## src/rtl/mmio_csr_bank.sv

```systemverilog
// CCI-P MMIO CSR bank: AFU feature header, host control registers, datapath status registers.
// Optional free-running cycle counter at 0x000A is enabled by defining MMIO_CSR_CYCLE_COUNTER_EN.

package ccip_if_pkg;
  typedef logic [15:0]  t_ccip_mmioAddr;
  typedef logic [8:0]   t_ccip_tid;
  typedef logic [63:0]  t_ccip_mmioData;
  typedef logic [511:0] t_ccip_clData;

  typedef struct packed {
    t_ccip_mmioAddr address;
    logic [1:0]     length;
    logic           rsvd;
    t_ccip_tid      tid;
  } t_ccip_c0_ReqMmioHdr;

  typedef logic [$bits(t_ccip_c0_ReqMmioHdr)-1:0] t_ccip_c0_RspMemHdr;

  typedef struct packed {
    t_ccip_c0_RspMemHdr hdr;
    t_ccip_clData       data;
    logic               rspValid;
    logic               mmioRdValid;
    logic               mmioWrValid;
  } t_if_ccip_c0_Rx;

  typedef struct packed {
    t_ccip_tid tid;
  } t_ccip_c2_RspMmioHdr;

  typedef struct packed {
    t_ccip_c2_RspMmioHdr hdr;
    logic                mmioRdValid;
    t_ccip_mmioData      data;
  } t_if_ccip_c2_Tx;
endpackage

module mmio_csr_bank
  import ccip_if_pkg::*;
#(
  parameter logic [127:0] AFU_ID      = '0,
  parameter int           NUM_RW_REGS = 8,
  parameter int           NUM_RO_REGS = 4,
  parameter logic [63:0]  RW_RESET    = '0,
  localparam int          RO_W        = (NUM_RO_REGS > 0) ? 64 * NUM_RO_REGS : 64
) (
  input  logic                       clk,
  input  logic                       rst_n,
  input  t_if_ccip_c0_Rx             rx,
  input  logic [RO_W-1:0]            ro_regs,
  output t_if_ccip_c2_Tx             tx,
  output logic [64*NUM_RW_REGS-1:0]  rw_regs,
  output logic [NUM_RW_REGS-1:0]     wr_strobe
);

  localparam int          RO_N      = (NUM_RO_REGS > 0) ? NUM_RO_REGS : 1;
  localparam int          RW_IW     = (NUM_RW_REGS > 1) ? $clog2(NUM_RW_REGS) : 1;
  localparam int          RO_IW     = (RO_N > 1) ? $clog2(RO_N) : 1;
  localparam logic [14:0] RW_BASE_W = 15'd8;
  localparam logic [14:0] RO_BASE_W = 15'(8 + NUM_RW_REGS);
  localparam logic [14:0] RO_END_W  = 15'(8 + NUM_RW_REGS + NUM_RO_REGS);
  localparam logic [63:0] DFH       = 64'h1000_0100_0000_0000;

  t_ccip_c0_ReqMmioHdr req;
  logic [14:0]         word;
  logic                half, is_8b, misaligned;
  logic                in_rw, in_ro, wr_ok, wr_rw, err_clr, rd_mis, wr_mis;
  logic [RW_IW-1:0]    rw_idx;
  logic [RO_IW-1:0]    ro_idx;
  logic [63:0]         rw_q [NUM_RW_REGS];
  logic [63:0]         ro_w [RO_N];
  logic [31:0]         err_q;
  logic [32:0]         err_sum;
  logic [63:0]         cyc_val, rd_word, rd_data;
  logic                rd_v1;
  t_ccip_tid           rd_tid1;
  logic [63:0]         rd_data1;

  // Address is in 4-byte units; bit 0 selects the 32-bit half of a 64-bit word.
  assign req        = t_ccip_c0_ReqMmioHdr'(rx.hdr);
  assign word       = req.address[15:1];
  assign half       = req.address[0];
  assign is_8b      = (req.length == 2'b01);
  assign misaligned = is_8b & half;

  assign in_rw   = (word >= RW_BASE_W) && (word < RO_BASE_W);
  assign in_ro   = (word >= RO_BASE_W) && (word < RO_END_W);
  assign rw_idx  = RW_IW'(word - RW_BASE_W);
  assign ro_idx  = RO_IW'(word - RO_BASE_W);
  assign wr_ok   = rx.mmioWrValid & ~misaligned;
  assign wr_rw   = wr_ok & in_rw;
  assign err_clr = wr_ok & (word == 15'd6);
  assign rd_mis  = rx.mmioRdValid & misaligned;
  assign wr_mis  = rx.mmioWrValid & misaligned;
  assign err_sum = {1'b0, err_q} + 33'(rd_mis) + 33'(wr_mis);

  for (genvar i = 0; i < NUM_RW_REGS; i++) begin : g_rw_out
    assign rw_regs[64*i +: 64] = rw_q[i];
  end
  for (genvar j = 0; j < RO_N; j++) begin : g_ro_in
    assign ro_w[j] = ro_regs[64*j +: 64];
  end

`ifdef MMIO_CSR_CYCLE_COUNTER_EN
  logic [63:0] cyc_q;
  always_ff @(posedge clk or negedge rst_n) begin
    if (!rst_n) cyc_q <= '0;
    else        cyc_q <= cyc_q + 64'd1;
  end
  assign cyc_val = cyc_q;
`else
  assign cyc_val = '0;
`endif

  // NOTE: every always_comb output gets a default first so no path can infer a latch.
  always_comb begin
    rd_word = '0;
    if (word == 15'd0)      rd_word = DFH;
    else if (word == 15'd1) rd_word = AFU_ID[63:0];
    else if (word == 15'd2) rd_word = AFU_ID[127:64];
    else if (word == 15'd5) rd_word = cyc_val;
    else if (word == 15'd6) rd_word = {32'h0, err_q};
    else if (in_rw)         rd_word = rw_q[rw_idx];
    else if (in_ro)         rd_word = ro_w[ro_idx];
  end

  always_comb begin
    rd_data = '0;
    if (!misaligned) rd_data = is_8b ? rd_word : {32'h0, half ? rd_word[63:32] : rd_word[31:0]};
  end

  // NOTE: sequential state uses non-blocking assignments only, so every flop samples pre-edge values.
  // NOTE: the control array is reset in full because software relies on RW_RESET after reset.
  always_ff @(posedge clk or negedge rst_n) begin
    if (!rst_n) begin
      for (int i = 0; i < NUM_RW_REGS; i++) rw_q[i] <= RW_RESET;
      wr_strobe <= '0;
    end else begin
      wr_strobe <= '0;
      if (wr_rw) begin
        wr_strobe[rw_idx] <= 1'b1;
        if (is_8b)     rw_q[rw_idx]        <= rx.data[63:0];
        else if (half) rw_q[rw_idx][63:32] <= rx.data[31:0];
        else           rw_q[rw_idx][31:0]  <= rx.data[31:0];
      end
    end
  end

  always_ff @(posedge clk or negedge rst_n) begin
    if (!rst_n)       err_q <= '0;
    else if (err_clr) err_q <= '0;
    else              err_q <= err_sum[32] ? 32'hFFFF_FFFF : err_sum[31:0];
  end

  // Stage 1 captures pre-write contents, so a same-cycle write is not visible to the read.
  always_ff @(posedge clk or negedge rst_n) begin
    if (!rst_n) begin
      rd_v1    <= 1'b0;
      rd_tid1  <= '0;
      rd_data1 <= '0;
      tx       <= '0;
    end else begin
      rd_v1          <= rx.mmioRdValid;
      rd_tid1        <= req.tid;
      rd_data1       <= rd_data;
      tx.mmioRdValid <= rd_v1;
      tx.hdr.tid     <= rd_tid1;
      tx.data        <= rd_data1;
    end
  end

  logic unused_ok;
  assign unused_ok = ^{rx.data[511:64], rx.rspValid, req.rsvd};

endmodule

```

## config.mk

```make
export PLATFORM = sky130hd
export DESIGN_NAME = mmio_csr_bank
export DESIGN_NICKNAME = d
export VERILOG_FILES = /design/src/rtl/mmio_csr_bank.sv
export SDC_FILE = /design/constraint.sdc
export NUM_CORES = 1
export LEC_CHECK = 0
export CAP_MARGIN = 40
export CORE_AREA = 2 2 543 545
export CTS_BUF_LIST = sky130_fd_sc_hd__clkbuf_4
export CTS_CLUSTER_SIZE = 20
export DETAILED_ROUTE_END_ITERATION = 8
export DIE_AREA = 0 0 545 547
export DONT_BUFFER_PORTS = 1
export PLACE_DENSITY = 0.3
export SYNTH_ARGS = -nofsm -noshare
export SYNTH_HDL_FRONTEND = slang
export SYNTH_SLANG_ARGS = --single-unit
```

## constraint.sdc

```tcl
create_clock -name clk -period 5.1 [get_ports clk]
set_input_delay 1.02 -clock clk [delete_from_list [all_inputs] [get_ports clk]]
set_output_delay 1.02 -clock clk [all_outputs]
set_load 0.05 [all_outputs]
```

==> results of run 1 <==
## registers in the layout, indices dropped and copies added (netlist names)
signal     flops
rw_regs      512
tx            74
rd_data1      64
err_q         32
rd_tid1        9
wr_strobe      8
rd_v1          1
## per-layer routing
layer,share of wire (%),vias to the layer above,routed length (um)
met1,40,11752,84700
li1,-,9478,-
met4,2.5,46,5340
met2,44,1266,91600
met3,14,371,28700
met5,0.13,-,281
## worst reg2reg max path, cell delays in order, from the launching register on
cell      delay (ps)
dfrtp_1          680
mux4_2           730
mux2_2           400
a221oi_1        1020
o32ai_1          220
buf_4            240
## area by class of cell
type | instances | area [sq um] | share of cell area (%)
Sequential cell | 700 | 17500 | 42.3
Multi-Input combinational cell | 1484 | 13100 | 31.7
Tap cell | 3919 | 4900 | 11.9
Timing Repair Buffer | 208 | 2880 | 6.97
Clock buffer | 320 | 2400 | 5.81
Clock inverter | 65 | 389 | 0.940
Antenna cell | 51 | 128 | 0.308
Inverter | 7 | 26.3 | 0.0635
## what timing repair did
| action | in CTS | in global routing |
|---|---|---|
| hold buffers | 60 | 2 |
| resized for setup | 0 | 0 |
| hold endpoints to repair | 1054 | 272 |
## how the worst max path moves through the flow
stage	endpoint	slack, ps	cells past startpoint
after floorplan	err_q[19]$_DFF_PN0_	1070	13
after global placement	err_q[0]$_DFF_PN0_	700	10
after detailed placement	err_q[10]$_DFF_PN0_	710	10
after CTS	rw_regs[31]	1560	0
after global routing	rw_regs[367]$_DFFE_PN0P_	1330	4
final	rw_regs[235]$_DFFE_PN0P_	1640	4
## synth_stat cells (all sizes together) (2+ instances only)
cell type	n	share of area, %
a211oi	15	0.36
a21oi	106	1.8
a221oi	24	0.67
a31oi	2	0.040
and2	2	0.040
and3	36	0.72
and4	6	0.17
buf	81	1.4
clkbuf	100	1.2
dfrtp	700	56
inv	7	0.084
mux2	280	10
mux2i	35	1.1
mux4	188	14
nand2	273	3.3
nand2b	7	0.14
nand3	11	0.19
nand4	19	0.54
nand4b	2	0.076
nor2	106	1.3
nor2b	16	0.32
nor3	7	0.11
nor4	10	0.32
o21ai	256	4.1
o21bai	12	0.29
o22ai	2	0.040
o32ai	32	0.90
or2	2	0.040
or4	2	0.060
xnor2	14	0.42
xor2	12	0.34
## power groups by stage
stage                     combinational, mW  clock [mW]  sequential [mW]
after floorplan                       0.326           0             5.72
after global placement                0.484           0             5.73
after detailed placement              0.499           0             5.73
after CTS                             0.598        6.36             5.63
after global routing                  0.771        6.61             5.63
final                                 0.706        5.97             5.63
## cell families (layout without fill, tap and decap cells)
kind of cell / Yosys count / in the layout
buffers and inverters: 188 / 600
muxes: 503 / 503
adders and majority gates: 2 / 2
xor gates and xnor gates: 26 / 26
other: 0 / 51
DFF: 700 / 700
and+or+nand+nor: 502 / 502
AOI/OAI and AO/OA: 451 / 451
==> metrics.txt, run 1 <==
synthesized flop and latch total 700; DIE HEIGHT 547 um; cell mode on critical path buf_16; RSZ-0062 raised after global routing false; clock root buffer clkbuf_4; combinational share of power 5.7%; largest family of logic cells by synthesized area multiplexers; Finished Core Util 14.1%; Fin. Hold Viols 0; commonest non-fill, non-tap cell in the layout dfrtp_1; number of synthesized flops with an enable pin 0; core area 293000 sq um; Flop pwr share 45.7%; Syn Std Cell Area 31300 sq um; met2 Use GR 20.6%; crit end category asynchronous set/reset pin; status completed; CP Launch Point rst_n; kind of critical path primary input to asynchronous set/reset pin; Synth Area in XOR/XNOR less than 1%; Synth Net Count between 3000 and 4000; Synth Area in Compound Gates under 10%; CP top delay family buffers and inverters; Final WS setup 1640 ps; GR Util met1 16.3%; Rows 199; die area 298000 sq um; CTS Buf Count between 200 and 250; GRT Overall Usage between 10% and 20%; largest net degree at the start of global routing approximately 700; DP HPWL 157000 um; Slew @ Worst Pin 1460 ps; worst hold path depth 2; total power roughly 12 mW; worst-skew pair later-pin latency 1260 ps; Slew HR around 3.0%; P_leak 17.3 nW; post-CTS setup buffer count 0; Tmin final 3460 ps; Cells after DPL 6239; Max IR drop VDD 0.141 mV; Slew Limit Fails 0; Critical Path RT 6240 ps; Setup TNS 0 ps; Unique masters post-synth 51; Clock Tree Buf Depth 4; Avg Cell Area, Syn 13.2 sq um; RR Endpoint rd_data1[8]$_DFF_PN0_; startpoint types primary input; detailed-route via count 22913; number of top-level pins around 1400; Max Cap Viol 0; critical-path cell list dlygate4sd3_1 > buf_16 > buf_16 > buf_16; crit path buf inv count 4; mux cell area share after synthesis 24.7%; R2R setup slack ~1700 ps; Final setup viols 0; Peak Freq 289 MHz; Primary FF master, synth dfrtp_1; FF-to-FF path depth 5; remaining antenna violation count after routing 0; global routing usage on met3 8.14%; # DRC 0; H-Tree Level Count 4; first-pass iteration count of the detailed router 5; Sink Count 700; Initial DRC Count approximately 1400; Internal Power between 8 and 9 mW; Fin Clk Skew 169 ps; Max FO, Critical Path 200; Synth Area in Simple Gates 7.41%; ys async rst share 100%; vias in the first global route 23872; Routability Congestion between 0.7 and 0.8; clock group share of total power 48.5%; sequential-to-total area share from yosys stat 56.0%; layout cells sized above 1 36.2%; drt wl/cell 31.2 um; FF-to-FF Start rw_regs[104]$_DFFE_PN0P_; DR vias/cell 3.39; worst hold path class primary input to flip-flop; hold_sp rx[49]; Hold EP rw_regs[174]$_DFFE_PN0P_; Final #Nets 3435; port bufs 0; Mapped Cells 2372; P per Cell Area 297 nW/um^2; CP Data Arrival Time 4600 ps; Fill cells 32868; total grt overflow 0; placed cell areas roughly 37000 sq um; die width approximately 550 um; Setup WS pre-CTS 707 ps; Finished Cell Area 41400 sq um; Hold Worst Slack 191 ps; crit share post-route 67.9%; CTS tree yes; first-pass GRT wire length about 270000 um; Layout Cells excl Fill between 6000 and 7000; Layout area overhead 32.3%; initial antenna violation count 96; CP max stage delay 1080 ps; P_sw approximately 3.4 mW; Synth Area in Adders 0.104%; GR peak layer met2; commonest non-fill, non-tap cells in the layout 700 x dfrtp_1, 320 x clkbuf_4, 274 x mux2_2, 269 x nand2_1, 256 x o21ai_0; DRT Wirelength 211000 um; Clock Pin Slew Worst Setup and Hold Paths 70 ps; CP max stage cell dlygate4sd3_1; Starting Density between 10% and 20%; Synth Warn # 0; switching share of power 28.0%
Power figures use the tool's default switching activity.
==> run 2, diff against run 1 <==
clock period = 3 ns   (was 5.1 ns; I/O delays follow)
==> run 2 against run 1 <==
The flow now finishes with violations (negative hold slack, negative setup slack). Combinational power up 120%. Worst setup slack worse by 1700 ps. Clock power up 68%. Largest power group unchanged.
==> metrics.txt, run 2 (synthesized netlist as in run 1, its figures left out) <==
Max IR drop VDD about 0.25 mV; commonest non-fill, non-tap cells in the layout 688 x dfrtp_1, 323 x buf_4, 321 x clkbuf_4, 274 x mux2_2, 269 x nand2_1; port bufs 0; H-Tree Level Count 4; number of flip-flops in the largest register 512; CP Data Arrival Time 4240 ps; Fin. Hold Viols 2; Final setup viols 1; die area slightly below 300000 sq um; number of top-level pins 1395; kind of critical path primary input to flip-flop; Tmin final 3040 ps; violated checks negative hold slack, negative setup slack; Max FO, Critical Path 25; commonest non-fill, non-tap cell in the layout dfrtp_1; status finished, violations left; startpoint types primary input; remaining antenna violation count after routing 0; clock root buffer clkbuf_4; detailed-route via count 24084; Initial DRC Count 1586; drt wl/cell 30.6 um; # DRC 0; CTS Buf Count 232; P_leak between 15 and 20 nW; GRT Overall Usage 14.3%; crit share post-route 101%; area of the multi-input gates roughly 13000 sq um; largest net degree at the start of global routing roughly 700; total power approximately 21 mW; Hold Worst Slack -2.82 ps; Final WS setup -36.0 ps; Rows 199; CTS tree yes; FF-to-FF Start rw_regs[86]$_DFFE_PN0P_; Critical Path RT 4200 ps; Clock Pin Slew Worst Setup and Hold Paths 60 ps; worst-skew pair later-pin latency 1310 ps; Starting Density 10.7%; Sink Count 700; crit end category flip-flop; DIE HEIGHT roughly 550 um; Slew HR 29.0%; DP HPWL 159000 um; flip-flop and latch area 17500 sq um; P per Cell Area 478 nW/um^2; R2R setup slack 100 ps; Fill cells about 33000; Fin Clk Skew 176 ps; Layout Cells excl Fill 7132; Final #Nets approximately 3800; vias in the first global route 25119; Layout area overhead 41.3%; die width 545 um; first-pass iteration count of the detailed router 6; CP Launch Point rx[539]; worst hold path class primary input to asynchronous set/reset pin; DR vias/cell approximately 3.4; Routability Congestion 0.800; Clock Tree Buf Depth 4; DRT Wirelength 218000 um; Slew @ Worst Pin 1060 ps; initial antenna violation count 86; RSZ-0062 raised after global routing false; Peak Freq 329 MHz; total grt overflow 0; Slew Limit Fails 0; Cells after DPL 6481; first-pass GRT wire length 276000 um; layout cells sized above 1 39.7%; Max Cap Viol 0; core area 293000 sq um; post-CTS setup buffer count 0
==> run 2: critical path, cell delays in order <==
cell,delay [ps]
nor4_4,320
dlygate4sd3_1,700
nand2_1,160
nor4bb_4,370
buf_12,210
buf_12,220
a21oi_1,100
dlygate4sd3_1,560
buf_4,180
o32ai_1,130
dlygate4sd3_1,580
==> run 2: metal layers <==
layer	vias up	GRT usage, %	wire length, um
met1	12342	17.6	90300
met3	284	7.87	28400
li1	10252	-	-
met2	1168	21.6	95100
met5	-	0	251
met4	38	3.19	4270
==> run 2: worst paths after layout <==
| check | endpoint | cells after the start |
|---|---|---|
| worst max-delay path | rd_data1[26]$_DFF_PN0_ | 11 |
| min in group clk | rd_data1[12]$_DFF_PN0_ | 4 |
| worst min-delay path | rw_regs[228]$_DFFE_PN0P_ | 7 |
| worst min register to register | tx[55]$_DFF_PN0_ | 0 |
| max in group asynchronous | rd_data1[43]$_DFF_PN0_ | 9 |
| worst max register to register | rd_data1[22]$_DFF_PN0_ | 6 |
==> run 2: final cells by class <==
cell class | instances | area share [%]
timing repair buffer | 586 | 13.0
clock buffer | 321 | 5.45
multi-input combinational | 1484 | 29.7
sequential | 700 | 39.7
inverter | 7 | 0.0595
tap | 3919 | 11.1
clock inverter | 61 | 0.708
antenna | 54 | 0.306
==> run 2: power by group <==
group	internal [mW]	switching [mW]	leakage, nW	total (mW)
Sequential	9.49	0.0888	9.71	9.58
Clock	4.97	5.05	1.63	10.0
Combinational	0.590	0.941	7.68	1.53
Total	15.0	6.08	19.0	21.1
==> run 2: stage by stage <==
stage	utilization [%]	setup WS [ps]	area, sq um	setup TNS [ps]
3_5_place_dp	13.3	-338	38900	-433
6_report	15.1	-36.0	44200	-36.0
5_1_grt	15.1	6.14	44100	0
3_3_place_gp	13.3	-300	38800	-495
4_1_cts	15.0	16.4	43700	0
2_1_floorplan	-	-67.0	31300	-670
==> run 2: timing repair <==
action	CTS	global route
hold endpoints to repair	1326	186
resized for setup	4	10
hold buffers	201	9
cloned	0	0
setup endpoints to repair	4	4
